$ cat src/rtl/vga_timing_pkg.sv
// vga_timing_pkg: shared timing constants and colour-bar table
// for the VGA pixel-timing engine.
package vga_timing_pkg;

  localparam int DEF_H_ACTIVE = 640;
  localparam int DEF_H_FP     = 16;
  localparam int DEF_H_SYNC   = 96;
  localparam int DEF_H_BP     = 48;
  localparam int DEF_V_ACTIVE = 480;
  localparam int DEF_V_FP     = 10;
  localparam int DEF_V_SYNC   = 2;
  localparam int DEF_V_BP     = 33;
  localparam int DEF_DATA_W   = 24;

  localparam int H_CNT_W = 11;
  localparam int V_CNT_W = 10;

  // white, yellow, cyan, green, magenta, red, blue, black
  localparam logic [0:7][23:0] BAR_RGB = {
    24'hFFFFFF, 24'hFFFF00, 24'h00FFFF, 24'h00FF00,
    24'hFF00FF, 24'hFF0000, 24'h0000FF, 24'h000000
  };

  function automatic int axis_total(
    input int active,
    input int fp,
    input int sync,
    input int bp
  );
    return active + fp + sync + bp;
  endfunction

  function automatic int h_total_default();
    return axis_total(DEF_H_ACTIVE, DEF_H_FP,
                      DEF_H_SYNC, DEF_H_BP);
  endfunction

  function automatic int v_total_default();
    return axis_total(DEF_V_ACTIVE, DEF_V_FP,
                      DEF_V_SYNC, DEF_V_BP);
  endfunction

endpackage

$ cat src/rtl/vga_axis_counter.sv
// vga_axis_counter: one timing axis (line or frame) with
// active/sync region decode and wrap strobe.
module vga_axis_counter
  import vga_timing_pkg::*;
#(
  parameter int ACTIVE = 640,
  parameter int FP     = 16,
  parameter int SYNC   = 96,
  parameter int BP     = 48,
  parameter int W      = 11
) (
  input  logic         clk,
  input  logic         rst_n,
  input  logic         step,
  output logic [W-1:0] count,
  output logic         active,
  output logic         in_sync,
  output logic         wrap
);

  localparam int TOTAL = axis_total(ACTIVE, FP, SYNC, BP);

  localparam logic [W-1:0] LAST    = W'(TOTAL - 1);
  localparam logic [W-1:0] ACT_END = W'(ACTIVE);
  localparam logic [W-1:0] SYNC_LO = W'(ACTIVE + FP);
  localparam logic [W-1:0] SYNC_HI = W'(ACTIVE + FP + SYNC);

  assign wrap    = step && (count == LAST);
  assign active  = count < ACT_END;
  assign in_sync = (count >= SYNC_LO) && (count < SYNC_HI);

  // position counter, advances one unit per step
  always_ff @(posedge clk or negedge rst_n) begin
    if (!rst_n) begin
      count <= '0;
    end else if (step) begin
      count <= (count == LAST) ? '0 : count + 1'b1;
    end
  end

endmodule

$ cat src/rtl/vga_timing_gen.sv
// vga_timing_gen: pixel-timing engine driving hs/vs/de/rgb.
// Optional colour-bar source enabled by VGA_TEST_PATTERN_EN.
module vga_timing_gen
  import vga_timing_pkg::*;
#(
  parameter int   H_ACTIVE = DEF_H_ACTIVE,
  parameter int   H_FP     = DEF_H_FP,
  parameter int   H_SYNC   = DEF_H_SYNC,
  parameter int   H_BP     = DEF_H_BP,
  parameter int   V_ACTIVE = DEF_V_ACTIVE,
  parameter int   V_FP     = DEF_V_FP,
  parameter int   V_SYNC   = DEF_V_SYNC,
  parameter int   V_BP     = DEF_V_BP,
  parameter logic SYNC_POL = 1'b0,
  parameter int   DATA_W   = DEF_DATA_W
) (
  input  logic               clk,
  input  logic               rst_n,
  input  logic               pix_en,
  input  logic [DATA_W-1:0]  pix_data,
  input  logic               pix_valid,
  output logic               pix_ready,
  input  logic               underflow_clr,
`ifdef VGA_TEST_PATTERN_EN
  input  logic               pattern_sel,
`endif
  output logic               vga_hs,
  output logic               vga_vs,
  output logic               vga_de,
  output logic [DATA_W-1:0]  vga_rgb,
  output logic [H_CNT_W-1:0] pos_x,
  output logic [V_CNT_W-1:0] pos_y,
  output logic               frame_start,
  output logic               underflow
);

  logic [H_CNT_W-1:0] h_cnt;
  logic [V_CNT_W-1:0] v_cnt;
  logic h_act, h_sync, h_wrap;
  logic v_act, v_sync, v_wrap;
  logic active;
  logic at_origin;
  logic uf_set;
  logic [DATA_W-1:0] rgb_next;

  vga_axis_counter #(
    .ACTIVE (H_ACTIVE),
    .FP     (H_FP),
    .SYNC   (H_SYNC),
    .BP     (H_BP),
    .W      (H_CNT_W)
  ) u_h (
    .clk     (clk),
    .rst_n   (rst_n),
    .step    (pix_en),
    .count   (h_cnt),
    .active  (h_act),
    .in_sync (h_sync),
    .wrap    (h_wrap)
  );

  vga_axis_counter #(
    .ACTIVE (V_ACTIVE),
    .FP     (V_FP),
    .SYNC   (V_SYNC),
    .BP     (V_BP),
    .W      (V_CNT_W)
  ) u_v (
    .clk     (clk),
    .rst_n   (rst_n),
    .step    (h_wrap),
    .count   (v_cnt),
    .active  (v_act),
    .in_sync (v_sync),
    .wrap    (v_wrap)
  );

  assign active = h_act && v_act;

`ifdef VGA_TEST_PATTERN_EN
  localparam int BAR_W = H_ACTIVE / 8;

  logic [2:0] bar_idx;

  assign bar_idx   = 3'(int'(h_cnt) / BAR_W);
  assign pix_ready = pix_en && active && !pattern_sel;
`else
  assign pix_ready = pix_en && active;
`endif

  // pixel source select and underflow detect
  always_comb begin
    rgb_next = '0;
    uf_set   = 1'b0;
    if (active) begin
`ifdef VGA_TEST_PATTERN_EN
      if (pattern_sel) begin
        rgb_next = DATA_W'(BAR_RGB[bar_idx]);
      end else begin
`endif
        if (pix_valid) begin
          rgb_next = pix_data;
        end else begin
          uf_set = pix_en;
        end
`ifdef VGA_TEST_PATTERN_EN
      end
`endif
    end
  end

  // counters sit at (0,0) after reset or a frame wrap
  always_ff @(posedge clk or negedge rst_n) begin
    if (!rst_n) begin
      at_origin <= 1'b1;
    end else if (v_wrap) begin
      at_origin <= 1'b1;
    end else if (pix_en) begin
      at_origin <= 1'b0;
    end
  end

  // video output registers, loaded once per pixel strobe
  always_ff @(posedge clk or negedge rst_n) begin
    if (!rst_n) begin
      vga_hs      <= ~SYNC_POL;
      vga_vs      <= ~SYNC_POL;
      vga_de      <= 1'b0;
      vga_rgb     <= '0;
      pos_x       <= '0;
      pos_y       <= '0;
      frame_start <= 1'b0;
    end else begin
      frame_start <= pix_en && at_origin;
      if (pix_en) begin
        vga_hs  <= h_sync ? SYNC_POL : ~SYNC_POL;
        vga_vs  <= v_sync ? SYNC_POL : ~SYNC_POL;
        vga_de  <= active;
        vga_rgb <= rgb_next;
        pos_x   <= h_cnt;
        pos_y   <= v_cnt;
      end
    end
  end

  // sticky underflow; a new event beats a clear
  always_ff @(posedge clk or negedge rst_n) begin
    if (!rst_n) begin
      underflow <= 1'b0;
    end else if (uf_set) begin
      underflow <= 1'b1;
    end else if (underflow_clr) begin
      underflow <= 1'b0;
    end
  end

endmodule

$ cat config.mk
export PLATFORM = sky130hd
export DESIGN_NAME = vga_timing_gen
export DESIGN_NICKNAME = d
export VERILOG_FILES = /design/src/rtl/vga_timing_pkg.sv /design/src/rtl/vga_axis_counter.sv /design/src/rtl/vga_timing_gen.sv
export SDC_FILE = /design/constraint.sdc
export NUM_CORES = 1
export LEC_CHECK = 0
export BUFFER_PORTS_ARGS = -buffer_cell sky130_fd_sc_hd__buf_2
export CORE_MARGIN = 4
export CORE_UTILIZATION = 48
export DETAILED_ROUTE_END_ITERATION = 16
export GPL_ROUTABILITY_DRIVEN = 0
export PLACE_DENSITY = 0.8
export SYNTH_ARGS = -nofsm -noshare
export SYNTH_HDL_FRONTEND = slang
export SYNTH_HIERARCHICAL = 1
export SYNTH_SLANG_ARGS = --single-unit
$ cat constraint.sdc
create_clock -name clk -period 1.7 [get_ports clk]
set_input_delay 0.085 -clock clk [delete_from_list [all_inputs] [get_ports clk]]
set_output_delay 0.085 -clock clk [all_outputs]
set_load 0.01 [all_outputs]
# Word level (Yosys, flattened, before mapping)
# Cells that the tools add are included.
dict set report totals {
  regBits 72
  inputBits 29
  elab_cells 42
}
dict set report op_classes {
  n_eq_ne 2
  n_reduce_logical 9
  order_cmp 6
  addsub 2
  muxes 12
}
# operator n
set op_table {}
lappend op_table {{24-bit 2-to-1 mux} 2}
lappend op_table {{11-bit by 10-bit < comparator with 1-bit output (second input constant)} 2}
lappend op_table {{10-bit by 9-bit < comparator with 1-bit output (second input constant)} 2}
lappend op_table {{11-bit by 1-bit adder with 11-bit output (second input constant)} 1}
lappend op_table {{11-bit by 10-bit == test with 1-bit output (second input constant)} 1}
lappend op_table {{11-bit by 10-bit greater-or-equal comparator with 1-bit output (second input constant)} 1}
lappend op_table {{11-bit 2-to-1 mux} 1}
lappend op_table {{10-bit by 1-bit adder with 10-bit output (second input constant)} 1}
lappend op_table {{10-bit == test (second input constant)} 1}
lappend op_table {{10-bit by 9-bit greater-or-equal comparator with 1-bit output (second input constant)} 1}
lappend op_table {{10-bit 2-to-1 mux} 1}
lappend op_table {{1-bit 2-to-1 mux} 8}
lappend op_table {{1-bit logical AND} 7}
lappend op_table {{2-bit nonzero test} 2}

# Depth between registers and ports, before layout
dict set report depth {
  ltp_word 4
  mapped_depth 7
  depth_no_buf 6
}

# Modules after synthesis
# Netlist, hierarchy kept.
# mod seq_area_each_um2 instances cells_per_inst area_each_um2
set by_module_without_submodules {}
lappend by_module_without_submodules {vga_timing_gen 1280.0 1 143 2134.5}
lappend by_module_without_submodules {{vga_axis_counter at u_h} 275.3 1 63 614.3}
lappend by_module_without_submodules {{vga_axis_counter at u_v} 250.2 1 60 580.6}

# Least setup slack after synthesis
# Ideal clock, no wire load.
dict set report synth_path {
  kind {reg-to-reg}
  from {register u_h.count[5]}
  to {register u_v.count[7]}
  n_path_buf 1
  slack_ns -0.088
  stages_incl_launch_ff 8
  setup_ns 0.079
  arrival_ns 1.709
  period_less_slack_ns 1.788
  path_cell_list {dfrtp_1 nor4b_2 nand4_1 nor2_2 buf_4 nand3_1 nor3_1 xor2_1}
}
dict set report synth_via {
  elab_chain_cells 2
}
# element line_no
set synth_rtl {}
lappend synth_rtl {{start, declared} vga_axis_counter.sv:15} ;# output logic [W-1:0] count,
lappend synth_rtl {{start signal, assigned} vga_axis_counter.sv:37} ;# count <= (count == LAST) ? '0 : count + 1'b1;
lappend synth_rtl {{11-bit by 10-bit == test with 1-bit output} vga_axis_counter.sv:28} ;# assign wrap = step && (count == LAST);
lappend synth_rtl {{1-bit logical AND} vga_axis_counter.sv:28}
lappend synth_rtl {{net h_wrap} vga_timing_gen.sv:39} ;# logic h_act, h_sync, h_wrap;
lappend synth_rtl {{end signal, assigned} vga_axis_counter.sv:37}
lappend synth_rtl {{end, declared} vga_axis_counter.sv:15}
# The timed path passes the listed nets, and every way through them passes these cells.
# A chain may end at the register's enable or synchronous reset.

# Worst setup path after layout
dict set report layout_path {
  from {register u_h.count[6]}
  to {register u_v.count[8]}
}
# The elaborated chain is that of the path after synthesis.

==> flow_metrics.env <==
export IMPL_outcome="finished with violations"
export IMPL_failed_checks="negative setup slack"
export IMPL_synthCells=266
export IMPL_drive_gt1_frac=0.4530
export IMPL_drt_wl_total_mm=8.376
export IMPL_grt_pass1_vias=2664
export IMPL_grt_max_degree=48
export IMPL_p_int_uw=2872
export IMPL_n_antenna_cell=0
export IMPL_fin_crit_sh=1.057
export IMPL_antenna_found_initial=0
export IMPL_synth_avg_cell_area_um2=12.52
export IMPL_crit_fanout=4
export IMPL_p_leak_uw=0.002233
export IMPL_total_power_uw=4012
export IMPL_clk_pin_slew_ps=80
export IMPL_synth_nets=298
export IMPL_synth_area_leaders="dfrtp_1 (52%), mux2_4 (9.5%), nand2_1 (4.1%)"
export IMPL_synth_most_common_cell="dfrtp_1"
export IMPL_ys_ff_latch=72
export IMPL_die_w_um=91.29
export IMPL_track_usage=0.2041
export IMPL_synth_ff_type="dfrtp_1"
export IMPL_cts_root_buf="clkbuf_8"
export IMPL_cts_buffers=9
export IMPL_start_util=0.4928
export IMPL_stdcell_area_um2=4504
export IMPL_die_h_um=91.29
export IMPL_power_density_nw_per_um2=890.6
export IMPL_seq_power_share=0.495
export IMPL_cp_end_kind="flip-flop"
export IMPL_swShare=0.2840
export IMPL_synth_edff_count=0
export IMPL_rows=30
export IMPL_tightest_slew_ps=557.5
export IMPL_syn_cell_area_um2=3329
export IMPL_first_iter_violations=186
export IMPL_hold_path_class="in -> async"
export IMPL_cp_required_ps=1930
export IMPL_die_area_um2=8333
export IMPL_dr_wl_met3_um=542
export IMPL_cp_start_kind="flip-flop"
export IMPL_final_setup_skew_ps=9.314
export IMPL_netlist_top_cells_count="dfrtp_1 (69), nand2_1 (36), mux2_4 (21), o2bb2ai_1 (15), nand2b_1 (10)"
export IMPL_rsz0062_at_grt="true"
export IMPL_synth_top_area_frac=0.5186
export IMPL_fp_coreArea_um2=6756
export IMPL_dp_hpwl_mm=4.901
export IMPL_wl_per_cell_um=17.31
export IMPL_drcViolationCount=0
export IMPL_dr_total_vias=2621
export IMPL_ys_warn_count=6
export IMPL_gr_total_overflow=0
export IMPL_tns_ps=-264.5
export IMPL_async_flop_share=1.000
export IMPL_ys_seq_area_frac=0.5423
export IMPL_ios=80
export IMPL_relSlewSlack=0.6278
export IMPL_period_needed_ps=1798
export IMPL_worstPathArrival_ps=2030
export IMPL_switchingPower_uw=1139
export IMPL_comb_power_share=0.167
export IMPL_antenna_left=0
export IMPL_final_util=0.6667
export IMPL_layout_nets=431
export IMPL_path_class="reg -> reg"
export IMPL_synthDominantAreaCellType="dfrtp_1"
export IMPL_max_freq_mhz=556.3
export IMPL_place_area_um2=3936
export IMPL_wl_met1_mm=3.822
export IMPL_cap_viol_max_count=0
export IMPL_ctsLongestPathBuffers=2
export IMPL_maxUsedRoutingLayer="met4"
export IMPL_place_ws_ps=-100.8
export IMPL_clk_latency_ps=350
export IMPL_hold_viol=0
export IMPL_cts_tree="built"
export IMPL_htreeDepth=3
export IMPL_slew_viol_final=0
export IMPL_port_buffers=79
export IMPL_syn2layout_area_growth_pct=35.29
export IMPL_setup_ws_ps=-97.61
export IMPL_met2_length_mm=3.896
export IMPL_drtPass1Iterations=6
export IMPL_clockPowerShare=0.338
export IMPL_ir_drop_mv=0.5611
export IMPL_setup_viol=8
export IMPL_cts_sinks=72
export IMPL_grt_pass1_wl_mm=13.48
export IMPL_yosysUniqueCellTypes=45
export IMPL_vias_per_cell=5.415
[metrics by stage]
stage | std cells | hold WS [ps]
6_report | 484 | 229.5
5_1_grt | 484 | 256.6
4_1_cts | 480 | 238.5
3_5_place_dp | 436 | 76.04
3_3_place_gp | 436 | 69.62
2_1_floorplan | 266 | -210.6
[repair_timing]
action | in CTS | in global routing
pin swaps | 4 | 3
endpoints found under the setup margin | 11 | 14
buffers inserted | 1 | 4
hold buffers | 27 | 0
hold endpoints to repair | 42 | 0
gates resized for setup | 9 | 7
[final cells by class]
cell class	instances	area (um^2)
Clock buffer	10	127.6
Clock inverter	6	70.07
Fill cell	461	2252
Inverter	9	33.78
Multi-Input combinational cell	172	1451
Sequential cell	72	1809
Tap cell	80	100.1
Timing Repair Buffer	135	912.1
[power groups by stage]
stage                     logic (uW)  clock network [uW]  registers [uW]
after floorplan                  353                   0            2030
after global placement           598                   0            2010
after detailed placement         613                   0            2010
after CTS                        668                1370            1990
after global routing             744                1470            2010
final                            670                1350            1990
[layout by cell type, fill, tap and decap left out, types with 9 or more instances in the layout]
cell type and n:
buf_2 79, dfrtp_1 66, nand2_1 36, dlygate4sd3_1 27, buf_4 26, mux2_4 21, o2bb2ai_1 15, o2bb2ai_2 9
nand2b_1 9, clkbuf_8 9
[worst max-delay path, cell delays in order, from the launching register on]
cell     delay [ps]
dfrtp_2         430
nor4b_4         310
nand4_1         220
nor2_4          180
and4_4          280
nand3_2         120
xnor2_1         150
[state kept, by name, indices dropped and copies added (netlist names)]
signal	flops
vga_de	1
pos_x	11
vga_rgb	24
underflow	1
u_v/count	10
u_h/count	11
at_origin	1
vga_vs	1
frame_start	1
pos_y	10
vga_hs	1
[cells by family after synthesis]
logic type / count (synthesis) / synth area share
and+or+nand+nor: 90 / 0.1533
DFF: 72 / 0.5423
AOI/OAI and AO/OA: 46 / 0.1214
buffers and inverters: 22 / 0.04547
muxes: 21 / 0.09470
xor gates and xnor gates: 12 / 0.03157
adders and majority gates: 3 / 0.01128
[path summary, 6_finish.rpt]
check	slack (ps)	to	startpoint	depth (start not counted)
worst max-delay path	-100	u_v/count[8]$_DFFE_PN0P_	u_h/count[6]$_DFFE_PN0P_	6
worst min-delay path	230	vga_rgb[16]$_DFFE_PN0P_	rst_n	2
worst max register to register	-100	u_v/count[8]$_DFFE_PN0P_	u_h/count[6]$_DFFE_PN0P_	6
worst min register to register	490	vga_de$_DFFE_PN0P_	vga_de$_DFFE_PN0P_	1
max in group asynchronous	860	at_origin$_DFFE_PN1P_	rst_n	3
min in group clk	250	u_h/count[0]$_DFFE_PN0P_	pix_en	4
[per-layer routing]
| layer | GRT usage | vias to the layer above |
|---|---|---|
| met5 | 0 | - |
| met4 | 0.06407 | 0 |
| met3 | 0.05800 | 12 |
| met2 | 0.3145 | 106 |
| met1 | 0.2796 | 1293 |
| li1 | - | 1210 |
(Power assumes the default switching activity.)
